===== config.mk =====
export PLATFORM = sky130hd
export DESIGN_NAME = gate_test_sequencer
export DESIGN_NICKNAME = d
export VERILOG_FILES = /design/src/rtl/gate_test_sequencer.sv
export SDC_FILE = /design/constraint.sdc
export NUM_CORES = 1
export LEC_CHECK = 0
export CORE_AREA = 4 4 65 67
export CTS_CLUSTER_DIAMETER = 40
export DETAILED_ROUTE_END_ITERATION = 16
export DIE_AREA = 0 0 69 71
export PLACE_DENSITY_LB_ADDON = 0.2
export SLEW_MARGIN = 0
export SYNTH_ARGS = -nofsm -noshare
export SYNTH_HDL_FRONTEND = slang
export SYNTH_SLANG_ARGS = --single-unit

===== constraint.sdc =====
create_clock -name clk_in -period 5.35 [get_ports clk_in]
set_input_delay 1.07 -clock clk_in [delete_from_list [all_inputs] [get_ports clk_in]]
set_output_delay 1.07 -clock clk_in [all_outputs]
set_load 0.03 [all_outputs]

===== src/rtl/gate_test_sequencer.sv =====
// Stimulus/check sequencer for the two-input gate bank: walks all four input
// vectors, compares the eight gate outputs to a golden table, reports results.
// Optional build macro: GATE_SEQ_STOP_ON_FAIL_EN (end the run at the first failing vector).
module gate_test_sequencer #(
  parameter int unsigned DWELL = 4
) (
  input  logic       clk_in,
  input  logic       rst_in,
  input  logic       start_in,
  input  logic [7:0] gates_in,
  output logic       a_out,
  output logic       b_out,
  output logic       busy_out,
  output logic       done_out,
  output logic       pass_out,
  output logic [5:0] err_count_out,
  output logic [3:0] fail_vec_out
);

  typedef enum logic [1:0] {
    IDLE   = 2'd0,
    DRIVE  = 2'd1,
    SAMPLE = 2'd2,
    DONE   = 2'd3
  } state_t;

  localparam logic [7:0] DWELL_LAST = 8'(DWELL - 1);

  state_t      state;
  logic [1:0]  idx;
  logic [7:0]  cnt;

  logic [7:0]  golden;
  logic [7:0]  mismatch;
  logic [3:0]  mis_bits;
  logic [5:0]  err_next;
  logic [1:0]  idx_next;
  logic        any_mis;
  logic        last_vec;

  always_comb begin
    golden = {~(idx[1] ^ idx[0]), ~(idx[1] | idx[0]), ~(idx[1] & idx[0]),
              ~idx[0], ~idx[1], idx[1] ^ idx[0], idx[1] | idx[0], idx[1] & idx[0]};
    mismatch = gates_in ^ golden;
    mis_bits = '0;
    for (int unsigned i = 0; i < 8; i++) begin
      mis_bits = mis_bits + {3'b000, mismatch[i]};
    end
    err_next = err_count_out + {2'b00, mis_bits};
    any_mis  = |mismatch;
    idx_next = idx + 2'd1;
`ifdef GATE_SEQ_STOP_ON_FAIL_EN
    last_vec = (idx == 2'd3) || any_mis;
`else
    last_vec = (idx == 2'd3);
`endif
  end

  // Status outputs are resolved on the SAMPLE->DONE edge so they are already
  // valid during the done_out cycle.
  always_ff @(posedge clk_in or posedge rst_in) begin
    if (rst_in) begin
      state         <= IDLE;
      idx           <= '0;
      cnt           <= '0;
      a_out         <= 1'b0;
      b_out         <= 1'b0;
      busy_out      <= 1'b0;
      done_out      <= 1'b0;
      pass_out      <= 1'b0;
      err_count_out <= '0;
      fail_vec_out  <= '0;
    end else begin
      case (state)
        IDLE: begin
          a_out    <= 1'b0;
          b_out    <= 1'b0;
          done_out <= 1'b0;
          busy_out <= 1'b0;
          if (start_in) begin
            err_count_out <= '0;
            fail_vec_out  <= '0;
            pass_out      <= 1'b0;
            idx           <= '0;
            cnt           <= '0;
            busy_out      <= 1'b1;
            state         <= DRIVE;
          end
        end
        DRIVE: begin
          if (cnt == DWELL_LAST) begin
            state <= SAMPLE;
          end else begin
            cnt <= cnt + 8'd1;
          end
        end
        SAMPLE: begin
          err_count_out <= err_next;
          if (any_mis) begin
            fail_vec_out[idx] <= 1'b1;
          end
          if (last_vec) begin
            a_out    <= 1'b0;
            b_out    <= 1'b0;
            busy_out <= 1'b0;
            done_out <= 1'b1;
            pass_out <= (err_next == 6'd0);
            state    <= DONE;
          end else begin
            idx   <= idx_next;
            cnt   <= '0;
            a_out <= idx_next[1];
            b_out <= idx_next[0];
            state <= DRIVE;
          end
        end
        DONE: begin
          done_out <= 1'b0;
          pass_out <= (err_count_out == 6'd0);
          state    <= IDLE;
        end
        default: state <= IDLE;
      endcase
    end
  end

endmodule


==> results.json <==
{
  "outcome": "finished, final reports clean",
  "ys_seq_area_frac": 0.352,
  "rows": 22,
  "drcViolationCount": 0,
  "fp.dieW_um": 69,
  "yosys_warnings": 0,
  "firstDrtPassIters": 4,
  "cp_common_cell": "fa_1",
  "syn_avg_cell_area_um2": 9.64,
  "layout_min_cycle_time_ns": 4.88,
  "fin_worst_skew_ns": 0.00693,
  "cpMaxStageDelayCell": "a211oi_1",
  "root_buffer": "clkbuf_8",
  "globalplace.congestion": 0.924,
  "yosys.cell_types.count": 48,
  "antenna_found_initial": 0,
  "ff2ff_path_depth": 14,
  "die_area_um2": 4900,
  "multiInputGateArea_um2": 1150,
  "die_h_um": 71,
  "crit_required_ns": 5.51,
  "cts_setup_buffers": 0,
  "yosys.area.top_type": "dfrtp_1",
  "slew_headroom": 0.311,
  "ant_nets": 0,
  "cp.arrival_ns": 5.04,
  "clk_pin_slew_ns": 0.09,
  "setup_tns_ns": 0,
  "nFillCells": 331,
  "regToRegSetupSlack_ns": 0.68,
  "cts_resized": 0,
  "crit_buf_inv": 4,
  "portBuffers": 25,
  "placed_area_um2": 2200,
  "synth_area_leaders": "dfrtp_1 35%, ha_1 9.8%, fa_1 4.2%, nand2_1 3.5%, inv_1 3.3%",
  "cts_buffers": 3,
  "regArea_um2": 676,
  "fmaxAchievable_mhz": 205,
  "grt_pass1_wl_um": 7490,
  "clk_path_buf_depth": 2,
  "nets": 253,
  "end_kind": "flip-flop",
  "globalRouteOverflowTotal": 0,
  "crit_family": "adder cells",
  "timing.rr.end": "err_count_out[3]",
  "holdBufCountCts": 0,
  "ctsHtreeMaxLevel": 1,
  "cp_cell_sequence": "clkdlybuf4s50_1 -> xnor2_1 -> inv_1 -> fa_1 -> inv_1 -> fa_1 -> fa_1 -> inv_1 -> fa_1 -> a211oi_1 -> nor2_1 -> xnor2_1 -> a32o_1",
  "clock_sinks": 27,
  "dp_hpwl_um": 3290,
  "period_share": 0.912,
  "first_global_vias": 1631,
  "finalSetupViolations": 0,
  "area_delta_synth_final_pct": 17.3,
  "n_antenna_cell": 0,
  "hold_end": "cnt[7]",
  "worstSetupPathType": "input pin to flip-flop",
  "hold_path_depth": 1,
  "synth_top_area_frac": 0.352,
  "fin_ws_ns": 0.471,
  "grt_usage": 0.184,
  "min_from": "cnt[7]",
  "slowest_delay_ns": 0.56,
  "floorplan.initialDensity": 0.528,
  "post-place-ws_ns": 0.193,
  "routed_wl_um": 4250,
  "synth_ff_type": "dfrtp_1",
  "top_level_ports": 26,
  "fp.coreArea_um2": 3630,
  "via_per_inst": 5.86,
  "ys_ff_latch": 27,
  "design_area_um2": 2250,
  "syn-instance-count": 199,
  "syn-num-nets": 229,
  "cp-start-kind": "input pin",
  "layout-drive-gt1-share": 0.0541,
  "grt_max_degree": 28,
  "cap_violations": 0,
  "min_path_type": "flip-flop to flip-flop",
  "drtIter0Drc": 48,
  "worst_pin_slew_ns": 1.03,
  "async_flop_share": 1.00,
  "clkLatencyLatePin_ns": 0.27,
  "slew_viol_final": 0,
  "cp_max_fo": 6,
  "hold_violations": 0,
  "synth_edf_count": 0,
  "wl_per_cell_um": 15.7,
  "cts_tree": "done",
  "route.vias.total": 1582,
  "rsz0062_at_grt": "false",
  "syn_area_um2": 1920,
  "r2r_start": "idx[0]"
}
[cells by family (layout without fill, tap and decap cells)]
kind of cell / Yosys count / count (layout) / share of synthesized area
AND/OR/NAND/NOR: 61 / 61 / 0.170
AO/OA/AOI/OAI: 53 / 53 / 0.215
flip-flops: 27 / 27 / 0.352
buffers and inverters: 23 / 46 / 0.0463
adder cells (fa/ha/maj): 19 / 19 / 0.140
XOR/XNOR: 11 / 11 / 0.0502
multiplexers: 5 / 5 / 0.0261
[cell usage after synthesis, types with 2 or more instances]
master,number
nor2b_1,2
o21ai_1,5
nand2b_1,3
a211oi_1,2
a32o_1,5
or3_1,3
a21oi_1,4
a22o_1,4
o31ai_1,6
xnor2_1,5
nor2_1,9
inv_1,17
buf_1,2
or4_1,2
mux2i_1,5
ha_1,15
o21ai_0,9
nor4_1,4
fa_1,4
nand2_1,18
a21o_1,3
nor3_1,2
buf_2,2
a31oi_1,3
clkbuf_1,2
xor2_1,6
dfrtp_1,27
nand3_1,10
[sequential cells by signal, indices dropped and copies added, names as in the netlist]
| name | cells |
|---|---|
| done_out | 1 |
| state | 2 |
| pass_out | 1 |
| err_count_out | 6 |
| idx | 2 |
| a_out | 1 |
| busy_out | 1 |
| b_out | 1 |
| cnt | 8 |
| fail_vec_out | 4 |
[metrics by stage]
stage | hold slack [ns] | util | cells
floorplan | 0.442 | - | 199
global placement | 0.472 | 0.606 | 266
detailed placement | 0.493 | 0.606 | 266
CTS | 0.513 | 0.619 | 270
global route | 0.542 | 0.619 | 270
finish | 0.508 | 0.619 | 270
[per-layer routing]
layer | up-vias | wire, um | part of all wire | GRT usage
li1 | 767 | - | - | -
met1 | 772 | 1810 | 0.43 | 0.222
met2 | 35 | 2220 | 0.52 | 0.338
met3 | 8 | 165 | 0.039 | 0.0298
met4 | 0 | 55 | 0.013 | 0.0477
met5 | - | 0 | 0 | 0
[worst max-delay path by stage]
stage	depth (start not counted)	startpoint	to	slack, ns
floorplan	12	gates_in[2]	err_count_out[3]	0.89
detailed placement	13	gates_in[2]	err_count_out[3]	0.19
finish	13	gates_in[2]	err_count_out[3]	0.47
global placement	13	gates_in[2]	err_count_out[3]	0.31
global route	13	gates_in[2]	err_count_out[3]	0.25
CTS	13	gates_in[2]	err_count_out[3]	0.48
[area by class of cell]
cell class	instances	area share
clock buffers	3	0.0184
flip-flops and latches	27	0.300
well taps	48	0.0267
inverters	17	0.0284
clock inverters	1	0.00222
multi-input cells	149	0.513
repair buffers	25	0.111
[cells in the final DEF, fill, tap and decap left out, drive strengths merged, types with 6 or more instances in the layout]
cell,synthesis,final
nor2,10,10
o31ai,7,7
nand2,18,18
o21ai,15,15
nand3,10,10
inv,17,17
xor2,6,6
clkdlybuf4s50,0,25
ha,15,15
dfrtp,27,27
Power is left out: the tool's default activity adds up to more than one toggle a clock period on the data nets, which glitch-free logic cannot reach.
